File: config.mk
export PLATFORM = sky130hd
export DESIGN_NAME = axi_stream_combiner_2_flat
export DESIGN_NICKNAME = d
export VERILOG_FILES = /design/src/rtl/axi_stream_combiner_2_if.sv /design/src/rtl/axi_stream_combiner_2.sv /design/src/flat_wrapper.sv
export SDC_FILE = /design/constraint.sdc
export NUM_CORES = 1
export LEC_CHECK = 0
export BUFFER_PORTS_ARGS = -buffer_cell sky130_fd_sc_hd__buf_2
export CAP_MARGIN = 20
export CORE_MARGIN = 4
export CORE_UTILIZATION = 46
export CTS_CLUSTER_SIZE = 25
export DETAILED_ROUTE_END_ITERATION = 12
export HOLD_SLACK_MARGIN = 0.08
export PLACE_DENSITY_LB_ADDON = 0.15
export SLEW_MARGIN = 40
export SYNTH_ARGS = -nofsm -noshare
export SYNTH_HDL_FRONTEND = slang
export SYNTH_SLANG_ARGS = --single-unit
File: constraint.sdc
create_clock -name clock -period 2.4 [get_ports clock]
set_clock_uncertainty 0.05 [all_clocks]
set_input_delay 0.24 -clock clock [delete_from_list [all_inputs] [get_ports clock]]
set_output_delay 0.24 -clock clock [all_outputs]
set_load 0.005 [all_outputs]
File: src/rtl/axi_stream_combiner_2_if.sv
// AXI-stream bundle used by the combiner for both input streams and the merged output.
interface axi_stream #(
    parameter int unsigned DATA_WIDTH = 16,
    parameter int unsigned DEST_WIDTH = 8,
    parameter int unsigned USER_WIDTH = 8
);
    logic [DATA_WIDTH-1:0] data;
    logic [DEST_WIDTH-1:0] dest;
    logic [USER_WIDTH-1:0] user;
    logic                  tlast;
    logic                  valid;
    logic                  ready;

    modport master (output data, dest, user, tlast, valid, input ready);
    modport slave  (input data, dest, user, tlast, valid, output ready);
endinterface

File: src/rtl/axi_stream_combiner_2.sv
// Two-to-one AXI-stream merger with packet-locked arbitration and a single registered output stage.
module axi_stream_combiner_2 #(
    parameter int unsigned DATA_WIDTH    = 16,
    parameter int unsigned DEST_WIDTH    = 8,
    parameter int unsigned USER_WIDTH    = 8,
    parameter int unsigned PACKET_LOCK   = 1,
    parameter int unsigned PRIORITY_MODE = 0
) (
    input  logic       clock,
    input  logic       reset,
    axi_stream.slave   stream_in_1,
    axi_stream.slave   stream_in_2,
    axi_stream.master  stream_out,
    output logic [1:0] active_source
);

    typedef enum logic [1:0] {
        IDLE   = 2'd0,
        LOCK_1 = 2'd1,
        LOCK_2 = 2'd2
    } state_t;

    state_t state;
    state_t state_next;
    logic   last_is_2;
    logic   last_is_2_next;

    logic [DATA_WIDTH-1:0] out_data;
    logic [DEST_WIDTH-1:0] out_dest;
    logic [USER_WIDTH-1:0] out_user;
    logic                  out_last;
    logic                  out_valid;

    logic space_c;
    logic grant_1_c;
    logic grant_2_c;
    logic ready_1_c;
    logic ready_2_c;
    logic accept_1_c;
    logic accept_2_c;

    // Grant, handshake and next-state decode; state only moves on an accepted beat.
    always_comb begin
        space_c        = ~out_valid | stream_out.ready;
        grant_1_c      = 1'b0;
        grant_2_c      = 1'b0;
        state_next     = state;
        last_is_2_next = last_is_2;

        case (state)
            LOCK_1:  grant_1_c = 1'b1;
            LOCK_2:  grant_2_c = 1'b1;
            default: begin
                if (stream_in_1.valid && stream_in_2.valid) begin
                    if (PRIORITY_MODE != 0 || last_is_2) begin
                        grant_1_c = 1'b1;
                    end else begin
                        grant_2_c = 1'b1;
                    end
                end else begin
                    grant_1_c = stream_in_1.valid;
                    grant_2_c = stream_in_2.valid;
                end
            end
        endcase

        ready_1_c  = grant_1_c & space_c & ~reset;
        ready_2_c  = grant_2_c & space_c & ~reset;
        accept_1_c = stream_in_1.valid & ready_1_c;
        accept_2_c = stream_in_2.valid & ready_2_c;

        if (accept_1_c) begin
            last_is_2_next = 1'b0;
            if (state == IDLE) begin
                state_next = (!stream_in_1.tlast && PACKET_LOCK != 0) ? LOCK_1 : IDLE;
            end else if (stream_in_1.tlast) begin
                state_next = IDLE;
            end
        end else if (accept_2_c) begin
            last_is_2_next = 1'b1;
            if (state == IDLE) begin
                state_next = (!stream_in_2.tlast && PACKET_LOCK != 0) ? LOCK_2 : IDLE;
            end else if (stream_in_2.tlast) begin
                state_next = IDLE;
            end
        end
    end

    // Reset leaves input 2 as last served so input 1 wins the first contention.
    always_ff @(posedge clock) begin
        if (reset) begin
            state     <= IDLE;
            last_is_2 <= 1'b1;
        end else begin
            state     <= state_next;
            last_is_2 <= last_is_2_next;
        end
    end

    always_ff @(posedge clock) begin
        if (reset) begin
            out_valid <= 1'b0;
            out_data  <= '0;
            out_dest  <= '0;
            out_user  <= '0;
            out_last  <= 1'b0;
        end else if (accept_1_c) begin
            out_valid <= 1'b1;
            out_data  <= stream_in_1.data;
            out_dest  <= stream_in_1.dest;
            out_user  <= stream_in_1.user;
            out_last  <= stream_in_1.tlast;
        end else if (accept_2_c) begin
            out_valid <= 1'b1;
            out_data  <= stream_in_2.data;
            out_dest  <= stream_in_2.dest;
            out_user  <= stream_in_2.user;
            out_last  <= stream_in_2.tlast;
        end else if (space_c) begin
            out_valid <= 1'b0;
        end
    end

    assign stream_in_1.ready = ready_1_c;
    assign stream_in_2.ready = ready_2_c;

    assign stream_out.valid = out_valid;
    assign stream_out.data  = out_data;
    assign stream_out.dest  = out_dest;
    assign stream_out.user  = out_user;
    assign stream_out.tlast = out_last;

    assign active_source = state;

endmodule

File: src/flat_wrapper.sv
// flat-port wrapper written by rule: the top's interface ports become plain ports
module axi_stream_combiner_2_flat 
#(
    parameter int unsigned DATA_WIDTH    = 16,
    parameter int unsigned DEST_WIDTH    = 8,
    parameter int unsigned USER_WIDTH    = 8,
    parameter int unsigned PACKET_LOCK   = 1,
    parameter int unsigned PRIORITY_MODE = 0
)
  (clock, reset, active_source, stream_in_1_data, stream_in_1_dest, stream_in_1_user, stream_in_1_tlast, stream_in_1_valid, stream_in_1_ready, stream_in_2_data, stream_in_2_dest, stream_in_2_user, stream_in_2_tlast, stream_in_2_valid, stream_in_2_ready, stream_out_data, stream_out_dest, stream_out_user, stream_out_tlast, stream_out_valid, stream_out_ready);
  axi_stream #(.DATA_WIDTH(DATA_WIDTH), .DEST_WIDTH(DEST_WIDTH), .USER_WIDTH(USER_WIDTH)) stream_in_1_i ();
  axi_stream #(.DATA_WIDTH(DATA_WIDTH), .DEST_WIDTH(DEST_WIDTH), .USER_WIDTH(USER_WIDTH)) stream_in_2_i ();
  axi_stream #(.DATA_WIDTH(DATA_WIDTH), .DEST_WIDTH(DEST_WIDTH), .USER_WIDTH(USER_WIDTH)) stream_out_i ();
  input  logic clock;
  input  logic reset;
  output logic [1:0] active_source;
  input wire logic [$bits(stream_in_1_i.data)-1:0] stream_in_1_data;
  input wire logic [$bits(stream_in_1_i.dest)-1:0] stream_in_1_dest;
  input wire logic [$bits(stream_in_1_i.user)-1:0] stream_in_1_user;
  input wire logic [$bits(stream_in_1_i.tlast)-1:0] stream_in_1_tlast;
  input wire logic [$bits(stream_in_1_i.valid)-1:0] stream_in_1_valid;
  output wire logic [$bits(stream_in_1_i.ready)-1:0] stream_in_1_ready;
  input wire logic [$bits(stream_in_2_i.data)-1:0] stream_in_2_data;
  input wire logic [$bits(stream_in_2_i.dest)-1:0] stream_in_2_dest;
  input wire logic [$bits(stream_in_2_i.user)-1:0] stream_in_2_user;
  input wire logic [$bits(stream_in_2_i.tlast)-1:0] stream_in_2_tlast;
  input wire logic [$bits(stream_in_2_i.valid)-1:0] stream_in_2_valid;
  output wire logic [$bits(stream_in_2_i.ready)-1:0] stream_in_2_ready;
  output wire logic [$bits(stream_out_i.data)-1:0] stream_out_data;
  output wire logic [$bits(stream_out_i.dest)-1:0] stream_out_dest;
  output wire logic [$bits(stream_out_i.user)-1:0] stream_out_user;
  output wire logic [$bits(stream_out_i.tlast)-1:0] stream_out_tlast;
  output wire logic [$bits(stream_out_i.valid)-1:0] stream_out_valid;
  input wire logic [$bits(stream_out_i.ready)-1:0] stream_out_ready;
  assign stream_in_1_i.data = stream_in_1_data;
  assign stream_in_1_i.dest = stream_in_1_dest;
  assign stream_in_1_i.user = stream_in_1_user;
  assign stream_in_1_i.tlast = stream_in_1_tlast;
  assign stream_in_1_i.valid = stream_in_1_valid;
  assign stream_in_1_ready = stream_in_1_i.ready;
  assign stream_in_2_i.data = stream_in_2_data;
  assign stream_in_2_i.dest = stream_in_2_dest;
  assign stream_in_2_i.user = stream_in_2_user;
  assign stream_in_2_i.tlast = stream_in_2_tlast;
  assign stream_in_2_i.valid = stream_in_2_valid;
  assign stream_in_2_ready = stream_in_2_i.ready;
  assign stream_out_data = stream_out_i.data;
  assign stream_out_dest = stream_out_i.dest;
  assign stream_out_user = stream_out_i.user;
  assign stream_out_tlast = stream_out_i.tlast;
  assign stream_out_valid = stream_out_i.valid;
  assign stream_out_i.ready = stream_out_ready;
  axi_stream_combiner_2 #(.DATA_WIDTH(DATA_WIDTH), .DEST_WIDTH(DEST_WIDTH), .USER_WIDTH(USER_WIDTH), .PACKET_LOCK(PACKET_LOCK), .PRIORITY_MODE(PRIORITY_MODE)) u_core (.clock(clock), .reset(reset), .stream_in_1(stream_in_1_i), .stream_in_2(stream_in_2_i), .stream_out(stream_out_i), .active_source(active_source));
endmodule
## After elaboration in Yosys (flattened, before gate mapping)

Index checks and enable logic that the tools add are counted.

| word-level totals | value |
|---|---|
| register bits | 37 |
| output and inout bits | 38 |
| word-level logic and storage cells | 52 |

| operators by class | value |
|---|---|
| eq/ne operators | 3 |
| multiplexer cells | 27 |
| bitwise operators | 9 |
| reduce and logical (&&, ||, !) cells | 6 |

Operators with widths:

| cell | count |
|---|---|
| $mux 16 | 2 |
| $mux 8 | 4 |
| $mux 2 | 7 |
| $mux 1 | 12 |
| $and 1x1->1 | 6 |
| $reduce_bool 3->1 | 2 |
| $pmux 1 s2 | 2 |
| $ne 3x3->1 const B | 1 |
| $reduce_and 3->1 | 1 |
| $eq 2x1->1 const B | 1 |
| $eq 2x2->1 const B | 1 |
| $logic_not 2->1 | 1 |
| $not 1->1 | 2 |
| $reduce_bool 2->1 | 1 |
| $logic_and 1x1->1 | 1 |
| $or 1x1->1 | 1 |

## Longest topological paths before layout

| depth | value |
|---|---|
| depth after elaboration | 8 |
| mapped depth | 9 |
| depth with buffers taken out | 6 |

## Least setup slack after synthesis

OpenSTA, ideal clock, no wires.

| timing | value |
|---|---|
| kind | reg-to-reg |
| start point | reg u_core.state[0], in the netlist u_core.active_source[0] |
| end point | reg u_core.out_data[9], in the netlist u_core.stream_out.data[9] |
| arrival time | 1.760 ns |
| setup slack | 0.502 ns |
| stages on the path, launching flop included | 8 |
| path buffers | 2 |
| cell sequence | dfxtp_1 > inv_1 > ha_1 > buf_2 > o211ai_2 > clkbuf_1 > o21ai_0 > a311oi_2 |

| on the way | value |
|---|---|
| cells in the longest elaborated chain, start to end | 6 |
| elaborated cells on any way between the ends | 12 |
| those cells by class | eq/ne (2); mux (3); bitwise (6); reduce/logical (1) |

RTL lines:

| element | RTL line | RTL |
|---|---|---|
| from (decl) | axi_stream_combiner_2.sv:23 | `state_t state;` |
| from (signal assigned) | axi_stream_combiner_2.sv:95 | `state <= state_next;` |
| $eq 2x2->1 or $eq 2x1->1 (tied branches) | axi_stream_combiner_2.sv:50 | `case (state)` |
| $pmux 1 s2 | axi_stream_combiner_2.sv:50 |  |
| $and 1x1->1 (on tied branches) (2 in series) | axi_stream_combiner_2.sv:67, axi_stream_combiner_2.sv:68 |  |
| $and 1x1->1 (on tied branches) | axi_stream_combiner_2.sv:69, axi_stream_combiner_2.sv:70 |  |
| $mux 16 or $reduce_bool 2->1 (tied branches) | -- |  |
| to (signal assigned) | axi_stream_combiner_2.sv:109 | `out_data <= stream_in_1.data;` |
| to (signal assigned) | axi_stream_combiner_2.sv:115 | `out_data <= stream_in_2.data;` |
| to (decl) | axi_stream_combiner_2.sv:28 | `logic [DATA_WIDTH-1:0] out_data;` |

Parallel ways exist; a longest one is shown, timed or not.
A chain may end at the register's enable or synchronous reset.

## Final worst setup path

| timing | value |
|---|---|
| start point | reg u_core.state[1], in the netlist u_core.active_source[1] |
| end point | reg u_core.out_data[14], in the netlist u_core.stream_out.data[14] |

The elaborated chain is that of the path after synthesis.

==> impl_metrics.csv <==
group,metric,value,unit
clock_network,clock_sinks,37,
floorplan,core,4690,sq um
critical_path,reg2regPathDepth,6,
run,maxCapViolCount,0,
timing,slew_viol_final,0,
critical_path,path_class,"reg2reg",
logic_synthesis,synth_nets,318,
clock_network,clk_path_buf_depth,2,
clock_network,cts_tree,"done",
power,ir_worst_vdd,0.000321,V
critical_path,critPathLaunchType,"flip-flop",
timing,setup_ws,202,ps
critical_path,worstReg2RegEnd,"u_core.stream_out.data[14]",
critical_path,r2r-start,"u_core.active_source[1]",
route,wl,6440,microns
timing,setup_tns,0,ps
timing,period_share,91.6,%
floorplan,pin_count,109,
timing,worst_pin_slew,574,ps
critical_path,crit_arrival,2350,ps
power,leakage,0.00116,uW
floorplan,die_h,77.6,microns
global_route,grt_max_degree,40,
logic_synthesis,ys_ff_latch,37,
route,drtIter0Drc,156,
route,dr.pass1.iters,4,
outcome,status,"finished clean",
route,drc,0,
finish,drive_gt1_share,48.7,%
clock_network,cts_root_buffer,"clkbuf_8",
critical_path,end_kind,"flip-flop",
finish,areaGrowthSynthToFinish,28.9,%
clock_network,cts_resized,0,
finish,final_cell_count_no_fill,393,
logic_synthesis,synthTopCellsByArea,"dfxtp_1, a311oi_2, nand4_1",
timing,hold_violations,0,
placement,place_hpwl,4350,microns
route,avgViaCountPerCell,5.90,
global_route,grt_pass1_wl,10600,microns
power,powerDensity,619,nW/um^2
logic_synthesis,ys_seq_area_share,33.3,%
worst_hold_path,hp-class,"in2reg",
timing,finalCriticalPeriod,2200,ps
floorplan,rows,25,
logic_synthesis,synth_edf_count,0,
route,wl_per_cell,16.4,microns
clock_network,cts_buffers,5,
logic_synthesis,ys_warn_count,0,
logic_synthesis,synthCells,244,
floorplan,die_area,6020,sq um
placement,numPortBuffers,108,
finish,final_cell_mix,"buf_2, dfxtp_1, o21ai_0, nor3_1, nand4_1",
floorplan,fp.dieW,77.6,microns
global_route,grt_pass1_vias,2284,
finish,antennaDiodeCount,0,
logic_synthesis,synth-main-ff-cell,"dfxtp_1",
placement,dp.cells,385,
logic_synthesis,synth.top_cell.area_share,33.3,%
logic_synthesis,synth.avg_cell_area,9.13,sq um
worst_hold_path,hp-start,"stream_in_2_dest[5]",
clock_network,ctsHoldBuffers,0,
critical_path,required,2550,ps
logic_synthesis,netlist_area,2230,sq um
clock_network,insertion_delay,290,ps
clock_network,cts_setup_buffers,0,
placement,routabilityCongestion,0.803,
floorplan,initial_utilization,47.5,%
finish,fin_nets,412,
global_route,overflow,0,
route,vias,2317,
critical_path,startpoint,"u_core.active_source[1]",
critical_path,ff2ff_setup_slack,200,ps
global_route,grtUsageTotal,21.3,%
critical_path,crit_fanout,16,
placement,post-place-ws,199,ps
clock_network,clkSlewWorstSetupHoldPaths,70,ps
global_route,antenna_found_initial,0,
logic_synthesis,ys_types,36,
timing,maxSlewHeadroom,61.8,%
timing,final-setup-viol-count,0,
clock_network,cts_max_level,2,
logic_synthesis,synth_top_cell_by_area,"dfxtp_1",
logic_synthesis,synthArstFlopShare,0,%
critical_path,timing.critical_path.to,"u_core.stream_out.data[14]",
finish,final_common_cell,"buf_2",
timing,rsz0062_at_grt,"false",
timing,max_freq,455,MHz
route,antenna_left,0,
## worst min path at each step
stage,slack [ps],endpoint,cells after the start
after floorplan,370,u_core.stream_out.dest[3],2
after global placement,450,u_core.stream_out.dest[5],2
after detailed placement,460,u_core.stream_out.dest[4],2
after CTS,170,u_core.stream_out.dest[5],3
after global routing,170,u_core.stream_out.dest[3],3
final,180,u_core.stream_out.dest[5],3
## through the flow
stage          cell area, sq um  hold slack, ps  total power, uW  util [%]
2_1_floorplan              2230             372             1090         -
4_1_cts                    2870             167             1790      61.2
3_3_place_gp               2770             450             1300      59.0
3_5_place_dp               2770             455             1300      59.0
5_1_grt                    2870             170             1880      61.2
6_report                   2870             179             1780      61.2
## critical path, cell delays in order (launching register included)
cell and delay [ps]:
dfxtp_1 390, inv_1 80, ha_1 430, o211ai_2 500, buf_4 290, o21ai_0 120, a311oi_2 240
## state kept, by name, summed over array words and instances, names as in the netlist
signal                   count
u_core.stream_out.data      16
u_core.last_is_2             1
u_core.active_source         2
u_core.stream_out.valid      1
u_core.stream_out.tlast      1
u_core.stream_out.dest       8
u_core.stream_out.user       8
## where the power goes
group / internal (uW) / leakage, uW / total [uW] / switching (uW)
clock network: 260 / 0.0000542 / 490 / 230
registers: 687 / 0.000305 / 720 / 33.0
logic: 244 / 0.000798 / 568 / 324
## layout make-up
cell class                 count  area [sq um]
fill                         435          1820
multi-input combinational    168          1290
sequential                    37           741
timing repair buffer         121           651
clock buffer                   7          96.3
tap                           54          67.6
inverter                       5          18.8
clock inverter                 1          5.00
## per-layer routing
metal | vias up | global-route usage (%) | part of all wire [%] | wire length (microns)
met3 | 11 | 5.10 | 7.9 | 511
met1 | 1055 | 27.7 | 45 | 2910
li1 | 1157 | - | - | -
met4 | 0 | 7.83 | 1.7 | 109
met5 | - | 0 | 0 | 0
met2 | 94 | 33.9 | 45 | 2910
## cells by family (layout without fill, tap and decap cells)
kind of cell    count (synthesis)  count (layout)  share of synthesized area (%)
flops                          37              37                           33.3
fa+ha+maj                       3               3                           1.69
simple gates                   84              84                           21.9
buf+inv                        39             134                           9.10
compound gates                 81              81                           34.0
## synth_stat cells (2+ instances only)
cell type / number
a21oi_1: 3
a311oi_1: 4
a311oi_2: 29
buf_2: 9
buf_6: 6
clkbuf_1: 18
dfxtp_1: 37
ha_1: 3
inv_1: 4
nand2_1: 3
nand2b_1: 2
nand2b_2: 2
nand3_1: 3
nand3b_1: 2
nand4_1: 32
nor3_1: 33
o211ai_1: 2
o211ai_2: 2
o21ai_0: 33
(Power assumes the default switching activity.)
